===== src/rtl/decision_buffer_pkg.sv =====
// Shared types and constants for the fraud decision buffer.
package decision_buffer_pkg;

  localparam int DEC_WIDTH        = 32;
  localparam int DEFAULT_DEPTH    = 16;
  localparam int DEFAULT_ID_WIDTH = 16;

  typedef struct packed {
    logic [DEFAULT_ID_WIDTH-1:0] id;
    logic                        fraud;
  } entry_t;

  function automatic logic [31:0] satInc(input logic [31:0] value, input logic enable);
    return (enable && (value != 32'hFFFF_FFFF)) ? value + 32'd1 : value;
  endfunction

endpackage


===== src/rtl/decision_fifo.sv =====
// Synchronous first-word-fall-through FIFO with registered full/empty flags.
module decision_fifo #(
  parameter int WIDTH = 17,
  parameter int DEPTH = 16
) (
  input  logic             i_clk,
  input  logic             i_rst_n,
  input  logic             i_push,
  input  logic [WIDTH-1:0] i_data,
  input  logic             i_pop,
  output logic [WIDTH-1:0] o_data,
  output logic             o_full,
  output logic             o_empty
);

  localparam int AW = $clog2(DEPTH);
  localparam logic [AW:0] ONE  = (AW+1)'(1);
  localparam logic [AW:0] FULL = (AW+1)'(DEPTH);

  logic [WIDTH-1:0] mem_q [DEPTH];
  logic [AW-1:0]    wrPtr_q, rdPtr_q;
  logic [AW:0]      count_q, count_d;
  logic             full_q, empty_q;

  always_comb begin
    count_d = count_q;
    if (i_push && !i_pop)
      count_d = count_q + ONE;
    else if (!i_push && i_pop)
      count_d = count_q - ONE;
  end

  // Storage is not reset; the pointers alone decide what is visible.
  always_ff @(posedge i_clk) begin
    if (i_push)
      mem_q[wrPtr_q] <= i_data;
  end

  always_ff @(posedge i_clk) begin
    if (!i_rst_n) begin
      wrPtr_q <= '0;
      rdPtr_q <= '0;
      count_q <= '0;
      full_q  <= 1'b0;
      empty_q <= 1'b1;
    end else begin
      if (i_push)
        wrPtr_q <= wrPtr_q + 1'b1;
      if (i_pop)
        rdPtr_q <= rdPtr_q + 1'b1;
      count_q <= count_d;
      full_q  <= (count_d == FULL);
      empty_q <= (count_d == '0);
    end
  end

  assign o_data  = mem_q[rdPtr_q];
  assign o_full  = full_q;
  assign o_empty = empty_q;

endmodule


===== src/rtl/decision_buffer.sv =====
// Buffers fraud decisions tagged with a sequence ID, with statistics,
// a sticky overflow flag and a per-fraud interrupt pulse.
module decision_buffer
  import decision_buffer_pkg::*;
#(
  parameter int DEPTH    = DEFAULT_DEPTH,
  parameter int ID_WIDTH = DEFAULT_ID_WIDTH
) (
  input  logic                 i_clk,
  input  logic                 i_rst_n,
  input  logic [DEC_WIDTH-1:0] i_data,
  input  logic                 i_data_valid,
  output logic [ID_WIDTH-1:0]  o_id,
  output logic                 o_fraud,
  output logic                 o_valid,
  input  logic                 i_ready,
  output logic                 o_full,
  output logic                 o_empty,
  output logic                 o_overflow,
  output logic [31:0]          o_txn_count,
  output logic [31:0]          o_fraud_count,
  input  logic                 i_clear_stats,
  output logic                 o_irq
);

  logic                pop, accept, drop, isFraud;
  logic                fifoFull, fifoEmpty;
  logic [ID_WIDTH:0]   headEntry;
  logic [ID_WIDTH-1:0] seqId_q, seqId_d;
  logic [31:0]         txnCount_q, txnCount_d, fraudCount_q, fraudCount_d;
  logic                overflow_q, overflow_d, irq_q;

  // A full buffer can still take a word when the head leaves in the same cycle.
  assign isFraud = |i_data;
  assign pop     = !fifoEmpty && i_ready;
  assign accept  = i_data_valid && (!fifoFull || pop);
  assign drop    = i_data_valid && !accept;

  decision_fifo #(
    .WIDTH (ID_WIDTH + 1),
    .DEPTH (DEPTH)
  ) u_fifo (
    .i_clk   (i_clk),
    .i_rst_n (i_rst_n),
    .i_push  (accept),
    .i_data  ({seqId_q, isFraud}),
    .i_pop   (pop),
    .o_data  (headEntry),
    .o_full  (fifoFull),
    .o_empty (fifoEmpty)
  );

  // A clear that lands on an accept restarts the stats from this cycle's events.
  always_comb begin
    seqId_d      = accept ? seqId_q + 1'b1 : seqId_q;
    txnCount_d   = satInc(i_clear_stats ? 32'd0 : txnCount_q, accept);
    fraudCount_d = satInc(i_clear_stats ? 32'd0 : fraudCount_q, accept && isFraud);
    overflow_d   = (!i_clear_stats && overflow_q) || drop;
  end

  always_ff @(posedge i_clk) begin
    if (!i_rst_n) begin
      seqId_q      <= '0;
      txnCount_q   <= '0;
      fraudCount_q <= '0;
      overflow_q   <= 1'b0;
      irq_q        <= 1'b0;
    end else begin
      seqId_q      <= seqId_d;
      txnCount_q   <= txnCount_d;
      fraudCount_q <= fraudCount_d;
      overflow_q   <= overflow_d;
      irq_q        <= accept && isFraud;
    end
  end

  assign o_valid       = !fifoEmpty;
  assign o_empty       = fifoEmpty;
  assign o_full        = fifoFull;
  assign o_id          = fifoEmpty ? '0 : headEntry[ID_WIDTH:1];
  assign o_fraud       = !fifoEmpty && headEntry[0];
  assign o_overflow    = overflow_q;
  assign o_txn_count   = txnCount_q;
  assign o_fraud_count = fraudCount_q;
  assign o_irq         = irq_q;

endmodule


===== config.mk =====
export PLATFORM = sky130hd
export DESIGN_NAME = decision_buffer
export DESIGN_NICKNAME = d
export VERILOG_FILES = /design/src/rtl/decision_buffer_pkg.sv /design/src/rtl/decision_fifo.sv /design/src/rtl/decision_buffer.sv
export SDC_FILE = /design/constraint.sdc
export NUM_CORES = 1
export LEC_CHECK = 0
export ABC_AREA = 1
export BUFFER_PORTS_ARGS = -buffer_cell sky130_fd_sc_hd__buf_2
export CORE_AREA = 4 4 203 205
export DETAILED_ROUTE_END_ITERATION = 12
export DIE_AREA = 0 0 207 209
export SETUP_SLACK_MARGIN = 0.2
export SKIP_LAST_GASP = 1
export SYNTH_ARGS = -nofsm -noshare
export SYNTH_HDL_FRONTEND = slang
export SYNTH_HIERARCHICAL = 1
export SYNTH_SLANG_ARGS = --single-unit

===== constraint.sdc =====
create_clock -name i_clk -period 3.5 [get_ports i_clk]
set_input_delay 1.05 -clock i_clk [delete_from_list [all_inputs] [get_ports i_clk]]
set_output_delay 1.05 -clock i_clk [all_outputs]
set_load 0.02 [all_outputs]

---- Word-level counts from Yosys, hierarchy flattened ----
Memories as Yosys holds them, arrays and structs flattened. A register that Yosys moved wholly into a read port is not among the register bits.
Cells that the tools add are included.
operators by class
  add/subtract/negate cells ............... 7
  eq/ne operators ......................... 3
  multiplexer cells ....................... 11
  reduce and logical (&&, ||, !) cells .... 19
operators by type and width
  kind                     number
  $mux W32                 4
  $add A32 B1 Y32 const B  2
  $ne A32 B32 Y1 const B   2
  $reduce_or A32 Y1        1
  $add A16 B1 Y16 const B  1
  $mux W16                 1
  $logic_and A1 B1 Y1      10
  $mux W5                  2
  $add A4 B1 Y4 const B    2
  $mux W4                  2
  $add A5 B1 Y5 const B    1
  $eq A5 B5 Y1 const B     1
  $logic_not A1 Y1         5
  $logic_not A5 Y1         1
  $sub A5 B1 Y5 const B    1
  $logic_or A1 B1 Y1       2
  $mux W1                  2
word-level totals
  flip-flop bits (word level) ............. 97
  bits in writable memories ............... 272
  input port bits ......................... 37
  output and inout bits ................... 86
  word-level logic and storage cells ...... 51
  memories ................................ 1
memory list
  name          depth  width  rd ports  clocked after Yosys merged registers in  wr ports  RTL line             RTL
  u_fifo.mem_q  16     17     1         1                                        1         decision_fifo.sv:20  logic [WIDTH-1:0] mem_q [DEPTH];

---- Longest topological paths before layout ----
Gate-level depths: netlist (run 1).
  depth in word-level cells ............... 9
  gate-level depth with buffers ........... 16
  gate-level depth less buffers ........... 13

---- Modules after synthesis ----
The synthesis (run 1) kept the hierarchy.
modules (own cells, without submodules)
  module           times used  cells each  area an instance (um^2)  seq. area each (um^2)
  decision_fifo    1           994         12097.9                  8548.2
  decision_buffer  1           1023        5836.8                   1641.6

---- Worst setup path after synthesis (run 1) ----
OpenSTA, ideal clock, no wires.
  path kind ............................... input to register
  start point ............................. in i_ready
  end point ............................... mem u_fifo.mem_q[11][0], enable pin
  library setup time ...................... 0.390 ns
  arrival ................................. 2.797 ns
  path slack .............................. 0.313 ns
  stages .................................. 6
  path buffers ............................ 2
  cells stage by stage .................... nand2_1 -> a21boi_2 -> clkbuf_1 -> buf_6 -> nand2_1 -> nor2_1
on the way
  word-level cells in the longest chain between the ends .. 5
RTL lines
  what                           RTL line               RTL
  from (decl)                    decision_buffer.sv:16  input logic i_ready,
  $logic_and A1 B1 Y1            decision_buffer.sv:35  assign pop = !fifoEmpty && i_ready;
  $logic_or A1 B1 Y1             decision_buffer.sv:36  assign accept = i_data_valid && (!fifoFull || pop);
  $logic_and A1 B1 Y1            decision_buffer.sv:36
  net accept                     decision_buffer.sv:26  logic pop, accept, drop, isFraud;
  $mux W1                        decision_fifo.sv:35    if (i_push)
  $mux W1 (implied by the code)  decision_fifo.sv:36    mem_q[wrPtr_q] <= i_data;
  to (decl)                      decision_fifo.sv:20
The timed path passes the listed nets, and every way through them passes these cells.

==> results of run 1 <==
cell usage in the layout, fill, tap and decap left out, types with 39 or more instances in the layout:
cell / Yosys / routed
dfxtp_1: 101 / 99
o21ai_0: 40 / 39
nor2_1: 260 / 240
nand2_1: 390 / 386
edfxtp_1: 272 / 272
inv_1: 294 / 294
nand3_1: 210 / 207
o211ai_1: 68 / 68
buf_4: 14 / 60
a21oi_1: 110 / 104
buf_2: 20 / 109
o21ai_1: 46 / 47
clkbuf_16: 0 / 43
cell families (layout without fill, tap and decap cells):
family	after synthesis	in the layout	synth area share, %
compound gates	289	289	9.53
xor+xnor	14	14	0.684
fa+ha+maj	8	8	0.558
buf+inv	394	568	9.70
flops	373	373	56.8
simple gates	939	939	22.7
final timing paths:
kind | from | endpoint | slack (ns) | cells past startpoint
worst max-delay path | register | o_id[15] | 0.28 | 10
worst min-delay path | o_overflow | o_overflow | 0.46 | 2
worst max register to register | u_fifo/o_empty | u_fifo/mem_q[11][14] | 1.08 | 8
worst min register to register | o_overflow | o_overflow | 0.46 | 2
metal layers:
layer / global-route usage [%] / routed length, um / up-vias / share of wire [%]
met5: 0 / 0 / - / 0
met4: 7.77 / 1440 / 0 / 3.0
met3: 3.93 / 2600 / 88 / 5.4
met2: 35.3 / 22800 / 339 / 47
met1: 29.2 / 21600 / 6624 / 45
li1: - / - / 6938 / -
repair_timing:
| action | in CTS | in global routing |
|---|---|---|
| setup buffers | 9 | 2 |
| gates resized for setup | 3 | 41 |
| gates cloned | 0 | 2 |
| endpoints found under the hold margin | 0 | 0 |
| endpoints found under the setup margin | 17 | 17 |
| pin swaps | 0 | 2 |
flip-flops by register name, indices dropped and copies added, names as in the netlist, named ones only:
| name | cells |
|---|---|
| u_fifo/wrPtr_q | 4 |
| o_fraud_count | 32 |
| u_fifo/rdPtr_q | 4 |
| u_fifo/mem_q | 272 |
| u_fifo/o_empty | 1 |
| seqId_q | 16 |
| o_overflow | 1 |
| u_fifo/o_full | 1 |
| o_irq | 1 |
| o_txn_count | 32 |
| u_fifo/count_q | 5 |
worst reg2reg max path: cells and delay by family, from the launching register on:
kind                   cells  cell delay [ns]
DFF                        1             0.29
and+or+nand+nor            3             0.64
buffers and inverters      4             0.93
AOI/OAI and AO/OA          1             0.20
through the flow:
stage	worst slack (ns)	total power, uW
final	0.279	10200
after global routing	0.159	10700
after CTS	0.226	10300
after detailed placement	0.370	5860
after global placement	0.412	5840
after floorplan	0.313	5600
Yosys cell counts, types with 2 or more instances:
master	number	area, sq um
dfxtp_1	101	2020
inv_2	7	26.3
nand2_2	4	25.0
inv_1	294	1100
nand2_1	390	1460
clkinv_1	3	11.3
and2_1	4	25.0
o21ai_1	46	230
nor2_2	15	93.8
xnor2_1	4	35.0
ha_1	8	100
buf_6	22	248
edfxtp_1	272	8170
buf_2	20	100
nand4_1	19	119
o211ai_1	68	510
nor2_1	260	976
a21oi_1	110	551
o21ai_0	40	200
nor3_1	11	55.1
nand3_1	210	1050
a21oi_2	20	175
xor2_1	10	87.6
nor2_4	10	113
clkbuf_1	28	105
nand3b_1	3	22.5
buf_1	4	15.0
nand3_2	7	70.1
o21bai_1	2	15.0
buf_4	14	105
final cells by class:
class                           instances  area share, %
Clock inverter                         22           1.18
Clock buffer                           52           5.27
Multi-Input combinational cell       1250           29.3
Inverter                              305           5.52
Tap cell                              525           3.15
Sequential cell                       373           49.0
Timing Repair Buffer                  189           6.58
power groups by stage:
stage | sequential, uW | combinational, uW | clock [uW]
3_3_place_gp | 4940 | 901 | 0
3_5_place_dp | 4940 | 915 | 0
6_report | 4810 | 1080 | 4350
4_1_cts | 4810 | 1010 | 4440
2_1_floorplan | 4890 | 709 | 0
5_1_grt | 4820 | 1200 | 4650
==> qor.txt, run 1 <==
Ys Warns: 6
Post-Syn Area per Cell: 8.89 sq um
Skew-Pair Late Insertion Delay: 0.56 ns
Remaining Overflow, GRT: 0
maximum buffer depth of the clock tree: 3
per-cell routed wire length: 17.8 um
Syn Nets: 2062
Top FF cell, synth: edfxtp_1
async set or reset register ratio after synthesis: 0%
Post-synth EDFFs: 272
static leakage: 0.00819 uW
initial antenna violation count: 0
power density cells: 492 nW/um^2
Iteration-0 DRC Markers: 1065
Layout Area Growth over Synthesis: 16.1%
DR DRC count: 0
setup TNS: 0 ns
number of synthesized register bits: 373
placed standard-cell area: 19100 sq um
Initial Utilization: 45.5%
CP Class: register to output port
VDD IR max: 0.341 mV
fraction of layout cells with a size suffix above 1: 16.2%
post-synthesis cell type count: 41
Worst-path clk slew: 0.06 ns
cell internal pwr: 7750 uW
filler instances: 3655
slew margin rel.: 40.3%
Placer Congestion: 0.901
Final Cycle Share: 92.0%
Final min period: 3.22 ns
Hold WS: 0.463 ns
startpoint types: register
row count: 73
I/O Pins: 123
nets: 2205
clock sinks: 373
Critical Path RT: 2.45 ns
Reg area: 10200 sq um
first-pass GRT wire length: 74400 um
Reg power frac: 47.0%
total CTS buffers: 41
worst-margin pin slew: 0.887 ns
switching share of power: 24.4%
Critical Path Sink Type: output port
critical path arrival: 2.17 ns
clock tree from TritonCTS: yes
Seq/Total Area, Yosys: 56.8%
Core Util, Final: 52.8%
via count: 14000
H-tree levels: 2
Syn Std Cell Area: 17900 sq um
RSZ-0062 raised after global routing: true
Crit-path slowest cell: dfxtp_4
chip width: 207 um
Hold-fix buffers, CTS: 0
clock share of power: 42.5%
core area: 39500 sq um
CP Cell Sequence: buf_4 -> buf_4 -> a21oi_1 -> o21ai_0 -> nand3_1 -> nand3_1 -> nand2_1 -> inv_1 -> nor2_2 -> buf_6
area of the multi-input gates: 6110 sq um
final instance area: 20800 sq um
dpl hpwl: 29600 um
DR vias/cell: 5.15
CP delay by family, top: buffers and inverters
diodes inserted: 0
Final Instance Count excl. Fillers: 2716
Die Ht: 209 um
Sw Pwr: 2500 uW
worst-path fanout max: 7
CP peak stage delay: 0.42 ns
status: finished clean
Hold Path Class: register to register
CP bufs+invs: 4
final WL: 48400 um
Final Hold Fails: 0
Comb pwr share: 10.6%
root buffer cell: clkbuf_16
die area: 43300 sq um
vias in the first global route: 13400
First-pass DRT Iterations: 5
maxcap violations: 0
placed insts: 2629
Max Transition Viols Final: 0
largest net degree at the start of global routing: 66
Final setup viols: 0
global-route usage over all layers: 21.6%
synthesized instance count: 2017
fmax: 0.310 GHz
Final ANT Viol Nets: 0
I/O Buffers: 122
clk_skew: 0.0170 ns
(Power assumes the default switching activity.)
==> run 2: changes to the inputs <==
- clock period: 3.5 -> 3.65 ns (I/O delays scaled with it)
==> qor.txt, run 2 (synthesis results as in run 1) <==
status: finished clean
Comb pwr share: 9.9%
I/O Pins: 123
global-route usage over all layers: 21.1%
critical path endpoint: o_id[2]
clk_skew: 0.0206 ns
placed insts: 2625
root buffer cell: clkbuf_16
met3 wire len: 3060 um
Final setup viols: 0
largest net degree at the start of global routing: 65
clock share of power: 41.8%
worst reg2reg setup slack: 1.26 ns
Final Cycle Share: 89.9%
Top Layer Used: met4
First-pass DRT Iterations: 7
final worst slack: 0.369 ns
Iteration-0 DRC Markers: 1221
core area: 39500 sq um
fmax: 0.305 GHz
met1 wire length: 21200 um
die area: 43300 sq um
RSZ-0062 raised after global routing: false
dpl ws: 0.444 ns
maximum buffer depth of the clock tree: 3
startpoint types: register
chip width: 207 um
static leakage: 0.00811 uW
worst-path fanout max: 54
total CTS buffers: 41
setup TNS: 0 ns
power density cells: 465 nW/um^2
clock tree from TritonCTS: yes
Critical Path Sink Type: output port
Final min period: 3.28 ns
Skew-Pair Late Insertion Delay: 0.55 ns
nets: 2195
I/O Buffers: 122
Hold-fix buffers, CTS: 0
Layout Area Growth over Synthesis: 14.8%
maxcap violations: 0
worst-margin pin slew: 0.786 ns
Die Ht: 209 um
first-pass GRT wire length: 72900 um
Max Transition Viols Final: 0
DR vias/cell: 5.14
switching share of power: 24.2%
most common cell after layout, fill and taps aside: nand2_1
H-tree levels: 2
initial antenna violation count: 0
via count: 13900
VDD IR max: 0.341 mV
final instance area: 20600 sq um
Remaining Overflow, GRT: 0
fraction of layout cells with a size suffix above 1: 14.9%
Sw Pwr: 2320 uW
Initial Utilization: 45.5%
Final Instance Count excl. Fillers: 2707
R2R Path End: o_fraud_count[29]
cell internal pwr: 7250 uW
clock sinks: 373
R2R cell count: 9
Reg power frac: 48.3%
placed standard-cell area: 19200 sq um
DR DRC count: 0
RR Startpoint: u_fifo/o_empty
Critical Path RT: 2.55 ns
Final Hold Fails: 0
vias in the first global route: 13000
slew margin rel.: 47.1%
Worst-path clk slew: 0.06 ns
critical path arrival: 2.19 ns
Placer Congestion: 0.913
per-cell routed wire length: 17.5 um
CP Class: register to output port
dpl hpwl: 29900 um
Top reg by flops: u_fifo/mem_q
most frequent cells in the layout: nand2_1, inv_1, edfxtp_1
met2 wire length: 22000 um
flip-flop count of the largest register after layout: 272
Hold Path Class: register to register
final WL: 47300 um
Final ANT Viol Nets: 0
diodes inserted: 0
row count: 73
[run 2: area by class of cell]
cell class | count | area, sq um
Clock buffer | 60 | 1160
Clock inverter | 15 | 140
Sequential cell | 373 | 10200
Fill cell | 3705 | 18900
Tap cell | 525 | 657
Multi-Input combinational cell | 1250 | 6040
Timing Repair Buffer | 179 | 1240
Inverter | 305 | 1150
[run 2: worst min-delay path by stage]
stage / start / to / slack (ns) / cells after the start
CTS: o_overflow / o_overflow / 0.48 / 2
detailed placement: o_overflow / o_overflow / 0.47 / 2
finish: o_overflow / o_overflow / 0.47 / 2
global placement: o_overflow / o_overflow / 0.46 / 2
global route: o_overflow / o_overflow / 0.49 / 2
floorplan: u_fifo/rdPtr_q[2] / register / 0.46 / 2
[run 2: power groups by stage]
stage	combinational, uW	clock (uW)	sequential [uW]
floorplan	680	0	4690
global placement	886	0	4730
detailed placement	896	0	4730
CTS	924	4100	4630
global route	1060	4270	4630
finish	951	4000	4620
[run 2: critical path, stage by stage (launching register included)]
cell      delay (ns)
dfxtp_4         0.49
buf_12          0.27
o211ai_1        0.13
nand3_1         0.11
nand3_1         0.08
nand2_1         0.16
inv_1           0.06
nor2_1          0.12
buf_2           0.19
[run 2: per-layer routing]
layer / vias up / GRT usage, %
li1: 6928 / -
met4: 0 / 5.38
met3: 65 / 3.26
met2: 405 / 34.7
met5: - / 0
met1: 6525 / 29.5
[run 2: what timing repair did]
action / in CTS / in global routing
setup buffers: 2 / 4
gates resized for setup: 1 / 3
gates cloned: 0 / 1
setup endpoints to repair: 15 / 13
[run 2: stage by stage]
step | util (%) | hold WS, ns | total power (uW)
after floorplan | - | 0.457 | 5370
after global placement | 48.6 | 0.456 | 5620
after detailed placement | 48.6 | 0.466 | 5630
after CTS | 52.0 | 0.477 | 9650
after global routing | 52.2 | 0.489 | 9950
final | 52.2 | 0.472 | 9570
